--- src/rtl/cx_dma_dispatch.sv ---
// cx_dma_dispatch: takes one DMA command at a time. It checks the command's
// address range for overlap with in-flight transfers (tracker lookup),
// allocates a tracker slot, and issues the transfer tagged with that slot.
// Engine completions go to the tracker remove port through a one-entry skid
// register, which keeps completions flowing at one per cycle.
// Optional build macro CX_DISPATCH_STATS_EN adds the o_retry_cnt and
// o_xfer_cnt statistics outputs.
module cx_dma_dispatch #(
  parameter int  DEPTH   = 8,
  parameter int  BACKOFF = 4,
  parameter int  DATA_W  = 32,
  parameter int  ID_W    = 4,
  localparam int IW      = (DEPTH > 1) ? $clog2(DEPTH) : 1
) (
  input  logic              i_clk,
  input  logic              i_rst_n,
`ifdef CX_DISPATCH_STATS_EN
  output logic [31:0]       o_retry_cnt,
  output logic [31:0]       o_xfer_cnt,
`endif
  input  logic              s_cmd_valid,
  output logic              s_cmd_ready,
  input  logic [DATA_W-1:0] s_cmd_base,
  input  logic [DATA_W-1:0] s_cmd_end,
  input  logic              s_cmd_rw,
  input  logic [ID_W-1:0]   s_cmd_id,
  output logic              m_lkup_req_valid,
  input  logic              m_lkup_req_ready,
  output logic [DATA_W-1:0] m_lkup_req_base,
  output logic [DATA_W-1:0] m_lkup_req_end,
  output logic              m_lkup_req_rw,
  output logic [ID_W-1:0]   m_lkup_req_id,
  input  logic              s_lkup_resp_valid,
  output logic              s_lkup_resp_ready,
  input  logic              s_lkup_resp_data,
  input  logic [ID_W-1:0]   s_lkup_resp_id,
  output logic              m_alloc_req_valid,
  input  logic              m_alloc_req_ready,
  output logic [DATA_W-1:0] m_alloc_req_base,
  output logic [DATA_W-1:0] m_alloc_req_end,
  output logic              m_alloc_req_rw,
  input  logic              s_alloc_resp_valid,
  output logic              s_alloc_resp_ready,
  input  logic [IW-1:0]     s_alloc_resp_data,
  output logic              m_xfer_valid,
  input  logic              m_xfer_ready,
  output logic [DATA_W-1:0] m_xfer_base,
  output logic [DATA_W-1:0] m_xfer_end,
  output logic              m_xfer_rw,
  output logic [IW-1:0]     m_xfer_id,
  input  logic              s_done_valid,
  output logic              s_done_ready,
  input  logic [IW-1:0]     s_done_data,
  output logic              m_remove_req_valid,
  input  logic              m_remove_req_ready,
  output logic [IW-1:0]     m_remove_req_data
);

  localparam logic [2:0] S_IDLE       = 3'd0;
  localparam logic [2:0] S_LKUP       = 3'd1;
  localparam logic [2:0] S_LKUP_WAIT  = 3'd2;
  localparam logic [2:0] S_BACKOFF    = 3'd3;
  localparam logic [2:0] S_ALLOC      = 3'd4;
  localparam logic [2:0] S_ALLOC_WAIT = 3'd5;
  localparam logic [2:0] S_ISSUE      = 3'd6;

  logic [2:0]        state;
  logic [7:0]        bo_cnt;
  logic [DATA_W-1:0] cur_base;
  logic [DATA_W-1:0] cur_end;
  logic              cur_rw;
  logic [ID_W-1:0]   cur_id;
  logic [IW-1:0]     cur_slot;
  logic              rm_valid;
  logic [IW-1:0]     rm_idx;

  logic cmd_hs;
  logic lkup_hit;
  logic conflict_hs;
  logic xfer_hs;
  logic done_hs;

  // While reset is held every master valid is forced low and the readies
  // show their idle values, independent of the state left over from before.
  assign s_cmd_ready        = (state == S_IDLE) | ~i_rst_n;
  assign m_lkup_req_valid   = (state == S_LKUP) & i_rst_n;
  assign s_lkup_resp_ready  = (state == S_LKUP_WAIT) & i_rst_n;
  assign m_alloc_req_valid  = (state == S_ALLOC) & i_rst_n;
  assign s_alloc_resp_ready = (state == S_ALLOC_WAIT) & i_rst_n;
  assign m_xfer_valid       = (state == S_ISSUE) & i_rst_n;
  assign s_done_ready       = ~rm_valid | m_remove_req_ready | ~i_rst_n;
  assign m_remove_req_valid = rm_valid & i_rst_n;

  assign m_lkup_req_base  = cur_base;
  assign m_lkup_req_end   = cur_end;
  assign m_lkup_req_rw    = cur_rw;
  assign m_lkup_req_id    = cur_id;
  assign m_alloc_req_base = cur_base;
  assign m_alloc_req_end  = cur_end;
  assign m_alloc_req_rw   = cur_rw;
  assign m_xfer_base      = cur_base;
  assign m_xfer_end       = cur_end;
  assign m_xfer_rw        = cur_rw;
  assign m_xfer_id        = cur_slot;
  assign m_remove_req_data = rm_idx;

  assign cmd_hs      = s_cmd_valid & s_cmd_ready;
  // Responses tagged with another command's id are stale and get dropped.
  assign lkup_hit    = s_lkup_resp_valid & s_lkup_resp_ready & (s_lkup_resp_id == cur_id);
  assign conflict_hs = lkup_hit & s_lkup_resp_data;
  assign xfer_hs     = m_xfer_valid & m_xfer_ready;
  assign done_hs     = s_done_valid & s_done_ready;

  // Dispatch FSM: lookup, optional back-off and retry, allocate, issue.
  always_ff @(posedge i_clk) begin
    if (!i_rst_n) begin
      state    <= S_IDLE;
      bo_cnt   <= '0;
      cur_base <= '0;
      cur_end  <= '0;
      cur_rw   <= 1'b0;
      cur_id   <= '0;
      cur_slot <= '0;
    end else begin
      case (state)
        S_IDLE: begin
          if (cmd_hs) begin
            cur_base <= s_cmd_base;
            cur_end  <= s_cmd_end;
            cur_rw   <= s_cmd_rw;
            cur_id   <= s_cmd_id;
            state    <= S_LKUP;
          end
        end
        S_LKUP: begin
          if (m_lkup_req_ready) state <= S_LKUP_WAIT;
        end
        S_LKUP_WAIT: begin
          if (conflict_hs) begin
            bo_cnt <= 8'(BACKOFF);
            state  <= S_BACKOFF;
          end else if (lkup_hit) begin
            state <= S_ALLOC;
          end
        end
        S_BACKOFF: begin
          // Counter value 1 is the last idle cycle; retry follows it.
          if (bo_cnt <= 8'd1) begin
            bo_cnt <= '0;
            state  <= S_LKUP;
          end else begin
            bo_cnt <= bo_cnt - 8'd1;
          end
        end
        S_ALLOC: begin
          if (m_alloc_req_ready) state <= S_ALLOC_WAIT;
        end
        S_ALLOC_WAIT: begin
          if (s_alloc_resp_valid) begin
            cur_slot <= s_alloc_resp_data;
            state    <= S_ISSUE;
          end
        end
        S_ISSUE: begin
          if (m_xfer_ready) state <= S_IDLE;
        end
        default: state <= S_IDLE;
      endcase
    end
  end

  // Completion-to-remove register; a load and an unload can share a cycle.
  always_ff @(posedge i_clk) begin
    if (!i_rst_n) begin
      rm_valid <= 1'b0;
    end else if (done_hs) begin
      rm_valid <= 1'b1;
    end else if (m_remove_req_ready) begin
      rm_valid <= 1'b0;
    end
  end

  // Slot index payload of the remove register; qualified by rm_valid.
  always_ff @(posedge i_clk) begin
    if (done_hs) rm_idx <= s_done_data;
  end

`ifdef CX_DISPATCH_STATS_EN
  function automatic logic [31:0] sat_inc(input logic [31:0] v);
    return (v == 32'hFFFF_FFFF) ? v : v + 32'd1;
  endfunction

  logic [31:0] retry_cnt;
  logic [31:0] xfer_cnt;

  // Saturating retry and transfer counters.
  always_ff @(posedge i_clk) begin
    if (!i_rst_n) begin
      retry_cnt <= '0;
      xfer_cnt  <= '0;
    end else begin
      if (conflict_hs) retry_cnt <= sat_inc(retry_cnt);
      if (xfer_hs)     xfer_cnt  <= sat_inc(xfer_cnt);
    end
  end

  assign o_retry_cnt = retry_cnt;
  assign o_xfer_cnt  = xfer_cnt;
`else
  logic unused_xfer_hs;
  assign unused_xfer_hs = xfer_hs;
`endif

endmodule

--- config.mk ---
export PLATFORM = sky130hd
export DESIGN_NAME = cx_dma_dispatch
export DESIGN_NICKNAME = d
export VERILOG_FILES = /design/src/rtl/cx_dma_dispatch.sv
export SDC_FILE = /design/constraint.sdc
export NUM_CORES = 1
export LEC_CHECK = 0
export CORE_MARGIN = 5
export CORE_UTILIZATION = 37
export CTS_CLUSTER_DIAMETER = 40
export DETAILED_ROUTE_END_ITERATION = 8
export PLACE_DENSITY_LB_ADDON = 0.15
export SLEW_MARGIN = 20
export SYNTH_ARGS = -nofsm -noshare
export SYNTH_HDL_FRONTEND = slang
export SYNTH_SLANG_ARGS = --single-unit
--- constraint.sdc ---
create_clock -name i_clk -period 2.2 [get_ports i_clk]
set_clock_uncertainty 0.2 [all_clocks]
set_input_delay 0.33 -clock i_clk [delete_from_list [all_inputs] [get_ports i_clk]]
set_output_delay 0.33 -clock i_clk [all_outputs]
set_load 0.03 [all_outputs]
==> results of run 1 <==
[worst max path at each step]
stage	slack, ns	endpoint	from
floorplan	0.09	m_alloc_req_valid	state[2]
finish	0.11	s_done_ready	m_remove_req_ready
detailed placement	0.08	m_alloc_req_base[3]	s_cmd_valid
global route	0.06	m_alloc_req_valid	state[1]
CTS	0.05	m_alloc_req_valid	state[2]
global placement	0.09	s_done_ready	m_remove_req_ready
[power breakdown]
group | internal, mW | switching, mW | leakage [nW]
Combinational | 1.82 | 2.61 | 1.76
Sequential | 1.89 | 0.317 | 0.716
Clock | 0.819 | 0.602 | 0.142
Total | 4.52 | 3.52 | 2.61
[state kept, by name, summed over array words and instances, names as in the netlist]
signal and count:
bo_cnt 8, m_alloc_req_base 32, m_alloc_req_end 32, m_alloc_req_rw 1, m_lkup_req_id 4, m_remove_req_data 3
m_xfer_id 3, rm_valid 1, state 3
[layout make-up]
cell class | count | area, um2
inverters | 6 | 22.5
clock buffers | 12 | 256
fillers | 1117 | 4950
clock inverters | 4 | 20.0
diodes | 1 | 2.50
flip-flops and latches | 87 | 1770
repair buffers | 314 | 3140
well taps | 168 | 210
multi-input cells | 302 | 1740
[critical path, stage by stage]
cell and delay [ns]:
clkdlybuf4s50_1 0.45, nand2b_1 0.11, clkdlybuf4s50_1 0.67
[metrics by stage]
stage	area [um2]	cells	hold slack (ns)	utilization [%]	power, mW
floorplan	4620	553	0.223	-	5.31
global placement	6880	877	0.243	56.8	6.65
detailed placement	6880	877	0.242	56.8	6.72
CTS	7150	893	0.256	59.1	8.17
global route	7170	894	0.286	59.2	8.49
finish	7170	894	0.260	59.2	8.05
[cell families after synthesis]
| group | count (synthesis) |
|---|---|
| muxes | 6 |
| DFF | 87 |
| buffers and inverters | 164 |
| xor gates and xnor gates | 5 |
| and+or+nand+nor | 188 |
| adders and majority gates | 2 |
| AOI/OAI and AO/OA | 101 |
[cells in the mapped netlist, drive strengths merged, types with 5 or more instances]
cell / count / area share (%)
a21boi: 73 / 12
a21oi: 7 / 0.76
and2: 5 / 0.73
buf: 141 / 22
clkbuf: 17 / 1.4
dfxtp: 84 / 36
inv: 6 / 0.49
mux2i: 6 / 1.3
nand2: 147 / 12
nor2: 7 / 0.57
nor2b: 7 / 0.95
o21ai: 8 / 0.87
[metal layers]
layer | global-route usage (%) | vias up | wire, um
met2 | 32.3 | 161 | 7110
met4 | 7.49 | 0 | 344
met5 | 0 | - | 0
met1 | 19.9 | 1872 | 5400
li1 | - | 1994 | -
met3 | 5.71 | 23 | 1080
[timing repair]
action	4_1_cts	5_1_grt
gates resized for setup	1	2
setup endpoints to repair	1	5
gates cloned	0	0
==> results_dict.tcl, run 1 <==
set metrics [dict create \
    yosys_warnings 0 \
    layout_common_cells "clkdlybuf4s50_1 (294), nand2_1 (147), dfxtp_1 (83)" \
    max-vdd-ir-drop_mv 0.624 \
    synth-async-reset-ratio_pct 0 \
    rsz0062_at_grt "no" \
    clock_latency_ns 0.33 \
    synth_mux_area_share_pct 1.30 \
    final-setup-viol-count 0 \
    synth_fa_ha_area_share_pct 0.541 \
    avgSynthCellArea_um2 8.36 \
    r2r_end "bo_cnt[5]" \
    cts_setup_buffers 0 \
    drive_gt1_share_pct 6.07 \
    holdPathStages 1 \
    required_ns 1.67 \
    powerDensity_nw_per_um2 1120 \
    min_path_type "flip-flop to flip-flop" \
    root_buffer "clkbuf_16" \
    numCtsBuffers 9 \
    num_rows 40 \
    grt_overflow 0 \
    synth_top_family_by_area "buffers and inverters" \
    area_delta_synth_final_pct 55.0 \
    yosys.cell_types.count 51 \
    syn_inst 553 \
    slew_headroom_pct 54.0 \
    p_leak_nw 2.61 \
    io_pins 303 \
    drc_errors 0 \
    cts_sinks 87 \
    core_um2 12100 \
    vias 4050 \
    post_drt_wl_per_cell_um 15.6 \
    tightest_slew_ns 0.684 \
    clk_path_buf_depth 2 \
    routed_wl_um 13900 \
    hold_buffers 0 \
    timing.fmax_ghz 0.477 \
    startpoint_type "input pin" \
    seq_area_frac_synth_pct 38.3 \
    htree_levels 3 \
    fin_crit_sh_pct 95.2 \
    yosys.area_share.simple_pct 18.1 \
    synth_area_um2 4620 \
    synth-edff-count 3 \
    gp_congestion 0.797 \
    grtUsageTotal_pct 18.1 \
    arrival_ns 1.56 \
    cts_tree "yes" \
    synth_nets 645 \
    drv_slew 0 \
    ys_ff_latch 87 \
    synth_compound_area_share_pct 16.4 \
    crit-reg2reg-launch "bo_cnt[0]" \
    r2r_slack_ns 0.23 \
    initial_core_util_pct 38.2 \
    ant_nets 0 \
    grt_pass1_vias 4066 \
    clk_pin_slew_ns 0.06 \
    min_from "bo_cnt[7]" \
    final_common_cell "clkdlybuf4s50_1" \
    min_period_ns 2.09 \
    rr_worst_depth 7 \
    outcome "completed" \
    die_w_um 122 \
    grt_pass1_wl_um 21300 \
    drtIter0Drc 154 \
    crit_fanout 2 \
    grt_max_degree 50 \
    first_pass_iters 4 \
    via_per_inst 4.53 \
    fin_setup_tns_ns 0 \
    antenna_found_initial 1 \
    endpoint_kind "output pin" \
    place_hpwl_um 10900 \
    finalHoldViolCount 0 \
    min_to "bo_cnt[7]" \
    path_class "input pin to output pin" \
    synth_xor_area_share_pct 0.947 \
    ys.flop_type "dfxtp_1" \
    io_buffers 302 \
    fp.dieH_um 122 \
    pre_cts_ws_ns 0.0762 \
    layout_setup_ws_ns 0.105 \
    final_nets 812 \
    drv_cap 0 \
    die-area_um2 14800 \
]
Note: power is estimated with default switching activity, not from simulation.
==> inputs of run 2 (changes only) <==
--- a/config.mk
+++ b/config.mk
@@ -5,10 +5,12 @@
 export SDC_FILE = /design/constraint.sdc
 export NUM_CORES = 1
 export LEC_CHECK = 0
-export CORE_MARGIN = 5
-export CORE_UTILIZATION = 37
+export CORE_AREA = 5 5 116 118
 export CTS_CLUSTER_DIAMETER = 40
 export DETAILED_ROUTE_END_ITERATION = 8
+export DIE_AREA = 0 0 121 123
+export DONT_BUFFER_PORTS = 1
+export MAX_ROUTING_LAYER = met4
 export PLACE_DENSITY_LB_ADDON = 0.15
 export SLEW_MARGIN = 20
 export SYNTH_ARGS = -nofsm -noshare
==> run 2 against run 1 <==
  * Critical path type is now flip-flop to output pin
  * First-iteration DRC count up 1.9%
  * Worst hold slack lost 0.22 ns
  * Fmax grew 3.2%
  * Final area is 24% lower
==> results_dict.tcl, run 2 (synthesized netlist as in run 1, its figures left out) <==
set metrics [dict create \
    clock_latency_ns 0.33 \
    htree_levels 3 \
    initial_core_util_pct 37.4 \
    final_common_cell "nand2_1" \
    critPathMaxStageDelay_ns 0.45 \
    path_class "flip-flop to output pin" \
    finalHoldViolCount 0 \
    vias 3454 \
    root_buffer "clkbuf_16" \
    min_path_type "input pin to flip-flop" \
    min_to "bo_cnt[2]" \
    powerDensity_nw_per_um2 1270 \
    tightest_slew_ns 0.775 \
    gp_congestion 0.787 \
    outcome "completed" \
    grt_overflow 0 \
    drtIter0Drc 157 \
    core_um2 12400 \
    grt_pass1_vias 3469 \
    antenna_found_initial 0 \
    crit_path_cell_trace "buf_4 -> nand2_1 -> nor3b_1 -> buf_4" \
    r2r_end "bo_cnt[5]" \
    grt_pass1_wl_um 18000 \
    num_rows 41 \
    place_area_um2 4360 \
    design_area_um2 5480 \
    final-setup-viol-count 0 \
    place_hpwl_um 7730 \
    cts_sinks 87 \
    ant_nets 0 \
    drv_slew 0 \
    timing.fmax_ghz 0.492 \
    routed_wl_um 11300 \
    min_from "s_lkup_resp_data" \
    r2r_slack_ns 0.18 \
    arrival_ns 1.50 \
    numCtsBuffers 9 \
    drc_errors 0 \
    endpoint_kind "output pin" \
    layout_common_cells "nand2_1 (147), dfxtp_1 (84), buf_4 (81)" \
    fp.dieH_um 123 \
    fin_crit_sh_pct 92.3 \
    crit_slowest_cell "dfxtp_1" \
    post_drt_wl_per_cell_um 15.2 \
    fin_util_pct 44.3 \
    min_period_ns 2.03 \
    drv_cap 0 \
    crit-reg2reg-launch "bo_cnt[0]" \
    drive_gt1_share_pct 18.5 \
    timing.critical_path.mode_cell "buf_4" \
    dpl.cell_count 648 \
    p_leak_nw 2.20 \
    cts_tree "yes" \
    fin_setup_tns_ns 0 \
    io_buffers 0 \
    die_w_um 121 \
    io_pins 303 \
    die-area_um2 14900 \
    final_cells 744 \
    startpoint_type "flip-flop" \
    required_ns 1.67 \
    final_nets 659 \
    via_per_inst 4.64 \
    max-vdd-ir-drop_mv 0.512 \
    clk_path_buf_depth 2 \
    rsz0062_at_grt "no" \
    grt_max_degree 84 \
    fillers 1227 \
    crit_fanout 8 \
    grtUsageTotal_pct 15.8 \
    clk_pin_slew_ns 0.06 \
    diodes 0 \
    holdPathStages 2 \
    slew_headroom_pct 47.9 \
    rr_worst_depth 7 \
    first_pass_iters 5 \
    area_delta_synth_final_pct 18.5 \
]
run 2: worst max-delay path: cells and delay by family (launching register included):
family	cells	cell delay, ns
flops	1	0.45
simple gates	2	0.33
buf+inv	2	0.39
run 2: routing by layer:
layer	vias to the layer above	routed length [um]	global-route usage [%]	part of all wire [%]
li1	1696	-	-	-
met1	1573	4640	17.8	41
met2	160	5680	26.7	50
met3	25	701	3.29	6.2
met4	0	297	7.65	2.6
met5	-	0	-	0
run 2: worst max path at each step:
stage / slack (ns) / end / cells after the start / from
final: 0.17 / m_alloc_req_valid / 4 / state[2]
after CTS: 0.1 / bo_cnt[5] / 7 / bo_cnt[0]
after detailed placement: 0.01 / bo_cnt[5] / 7 / bo_cnt[0]
after floorplan: 0.09 / m_alloc_req_valid / 3 / state[2]
after global placement: 0.19 / bo_cnt[5] / 7 / bo_cnt[0]
after global routing: 0.03 / m_alloc_req_valid / 4 / state[2]
run 2: through the flow:
stage / total power [mW] / worst slack, ns / hold WS (ns)
5_1_grt: 7.37 / 0.0334 / 0.0648
6_report: 6.94 / 0.169 / 0.0357
2_1_floorplan: 5.31 / 0.0870 / 0.223
4_1_cts: 7.05 / 0.0988 / 0.0165
3_3_place_gp: 5.36 / 0.192 / 0.229
3_5_place_dp: 5.39 / 0.0117 / 0.229
run 2: report_power, final:
| group | leakage [nW] | internal [mW] | switching, mW | total, mW |
|---|---|---|---|---|
| logic | 1.35 | 0.833 | 2.58 | 3.41 |
| clock network | 0.137 | 0.878 | 0.614 | 1.49 |
| registers | 0.716 | 1.88 | 0.161 | 2.04 |
| total | 2.20 | 3.59 | 3.35 | 6.94 |
run 2: timing repair:
action / CTS / global route
pin swaps: 0 / 1
resized for setup: 1 / 0
endpoints found under the hold margin: 87 / 0
endpoints found under the setup margin: 1 / 1
hold buffers: 78 / 0
setup buffers: 0 / 2
run 2: final cells by class:
| class | instances | area [um2] | area share (%) |
|---|---|---|---|
| sequential | 87 | 1770 | 32.3 |
| multi-input combinational | 302 | 1740 | 31.7 |
| timing repair buffer | 161 | 1450 | 26.4 |
| clock buffer | 12 | 236 | 4.32 |
| tap | 172 | 215 | 3.93 |
| clock inverter | 4 | 47.5 | 0.868 |
| inverter | 6 | 22.5 | 0.411 |
==> inputs of run 3 (changes only) <==
--- a/config.mk
+++ b/config.mk
@@ -5,11 +5,13 @@
 export SDC_FILE = /design/constraint.sdc
 export NUM_CORES = 1
 export LEC_CHECK = 0
+export ABC_CLOCK_PERIOD_IN_PS = 2000
 export CORE_AREA = 5 5 116 118
 export CTS_CLUSTER_DIAMETER = 40
 export DETAILED_ROUTE_END_ITERATION = 8
 export DIE_AREA = 0 0 121 123
 export DONT_BUFFER_PORTS = 1
+export HOLD_SLACK_MARGIN = 0.02
 export MAX_ROUTING_LAYER = met4
 export PLACE_DENSITY_LB_ADDON = 0.15
 export SLEW_MARGIN = 20
==> constraint.sdc (replaced) <==
create_clock -name i_clk -period 2 [get_ports i_clk]
set_clock_uncertainty 0.2 [all_clocks]
set_input_delay 0.3 -clock i_clk [delete_from_list [all_inputs] [get_ports i_clk]]
set_output_delay 0.3 -clock i_clk [all_outputs]
set_load 0.03 [all_outputs]
==> run 3 against run 2 <==
  * Register-to-register slack got worse by 0.03 ns
  * Clock power increased by 4%
  * Die area unchanged
  * Flip-flop and latch count unchanged
  * First-iteration DRC count unchanged
  * Cell count increased by 1.1%
  * Non-clock buffer count increased by 8
  * Wire length increased by 4.6%
  * Largest cell class unchanged
==> results_dict.tcl, run 3 (synthesized netlist as in run 1, its figures left out) <==
set metrics [dict create \
    outcome "completed" \
    powerDensity_nw_per_um2 1370 \
    grt_overflow 0 \
    via_per_inst 4.59 \
    final_common_cell "nand2_1" \
    min_period_ns 1.93 \
    cpLargestDelayFamily "buffers and inverters" \
    slew_headroom_pct 72.1 \
    numCtsBuffers 9 \
    initial_core_util_pct 37.4 \
    final_nets 667 \
    crit_slowest_cell "dfxtp_2" \
    drv_cap 0 \
    timing.critical_path.mode_cell "buf_4" \
    place_hpwl_um 8130 \
    antenna_found_initial 1 \
    grt_pass1_vias 3505 \
    drc_errors 0 \
    area_delta_synth_final_pct 20.2 \
    cts_tree "yes" \
    die-area_um2 14900 \
    clk_path_buf_depth 2 \
    drtIter0Drc 157 \
    io_pins 303 \
    grt_max_degree 84 \
    final-setup-viol-count 0 \
    holdPathStages 3 \
    intPower_mw 3.89 \
    routed_wl_um 11800 \
    vias 3451 \
    p_leak_nw 2.25 \
    fillers 1207 \
    switching_share_pct 49.0 \
    path_class "flip-flop to output pin" \
    finalHoldViolCount 0 \
    crit_cells 5 \
    required_ns 1.50 \
    core_um2 12400 \
    net-switching-power_mw 3.73 \
    crit_fanout 10 \
    clk_pin_slew_ns 0.07 \
    final_cells 752 \
    die_w_um 121 \
    fp.dieH_um 123 \
    max-vdd-ir-drop_mv 0.525 \
    multi_input_area_um2 1750 \
    critPathMaxStageDelay_ns 0.39 \
    grtUsageTotal_pct 16.5 \
    cp_num_buf_inv 3 \
    dpl.cell_count 655 \
    root_buffer "clkbuf_16" \
    p_clk_share_pct 20.4 \
    cts_sinks 87 \
    rsz0062_at_grt "no" \
    p_comb_share_pct 50.0 \
    grt_pass1_wl_um 18600 \
    gp_congestion 0.760 \
    post_drt_wl_per_cell_um 15.7 \
    fin_setup_tns_ns 0 \
    register_area_um2 1780 \
    drive_gt1_share_pct 21.4 \
    first_pass_iters 4 \
    htree_levels 3 \
    tightest_slew_ns 0.417 \
    num_rows 41 \
    fin_crit_sh_pct 96.7 \
    layout_common_cells "nand2_1 (146), buf_4 (88), dfxtp_1 (79)" \
    clock_latency_ns 0.34 \
    ant_nets 0 \
    timing.fmax_ghz 0.517 \
    min_path_type "input pin to flip-flop" \
    seq_power_share_pct 29.6 \
    endpoint_kind "output pin" \
    crit_path_cell_trace "buf_4 -> inv_2 -> nand2_2 -> nor3b_2 -> buf_4" \
    startpoint_type "flip-flop" \
    rr_worst_depth 8 \
    pre_cts_ws_ns 0.00320 \
    arrival_ns 1.43 \
    io_buffers 0 \
    layout_setup_ws_ns 0.0652 \
    drv_slew 0 \
]
-- run 3: cell types whose count changed in the layout (fill, tap and decap cells not counted), sizes merged --
cell and delta:
diode +1, clkinv +2, buf +7, dlygate4sd3 +1, clkbuf -2, bufinv -1
-- run 3: routing by layer --
layer  GRT usage (%)  part of all wire [%]
met1            18.5                    42
met2            28.0                    49
met3            3.93                   6.4
met4            7.15                   2.5
met5               -                     0
-- run 3: tightest hold or removal path, stage by stage --
cell and delay, ns:
mux2i_1 0.05, o221ai_2 0.15, and2_1 0.11
-- run 3: path summary, 6_finish.rpt --
path	from	endpoint	slack [ns]
max	state[1]	m_alloc_req_valid	0.07
min	m_alloc_req_ready	state[0]	0.1
min reg2reg	m_alloc_req_end[5]	m_alloc_req_end[5]	0.25
max reg2reg	bo_cnt[0]	bo_cnt[3]	0.15
-- run 3: layout make-up --
class                           instances  share of cell area (%)
Antenna cell                            1                  0.0451
Clock buffer                           10                    4.30
Clock inverter                          5                   0.631
Inverter                                6                   0.405
Multi-Input combinational cell        302                    31.6
Sequential cell                        87                    32.0
Tap cell                              172                    3.87
Timing Repair Buffer                  169                    27.2
-- run 3: what timing repair did --
action,in CTS,in global routing
resized for setup,4,5
pin swaps,0,1
buffers inserted,0,2
hold buffers,79,0
hold endpoints to repair,87,0
endpoints found under the setup margin,4,5
-- run 3: stage by stage --
stage	util, %	total power [mW]	hold WS [ns]	area (um2)
2_1_floorplan	-	5.85	0.199	4630
3_3_place_gp	35.8	5.94	0.199	4430
3_5_place_dp	35.8	5.98	0.199	4430
4_1_cts	44.7	7.73	0.0917	5530
5_1_grt	44.9	8.09	0.125	5550
6_report	44.9	7.62	0.0980	5550
-- run 3: power by group through the flow --
stage | logic (mW) | registers [mW] | clock network [mW]
2_1_floorplan | 2.87 | 2.97 | 0
4_1_cts | 3.85 | 2.26 | 1.62
5_1_grt | 4.09 | 2.30 | 1.70
3_3_place_gp | 3.66 | 2.28 | 0
3_5_place_dp | 3.69 | 2.29 | 0
6_report | 3.81 | 2.26 | 1.55
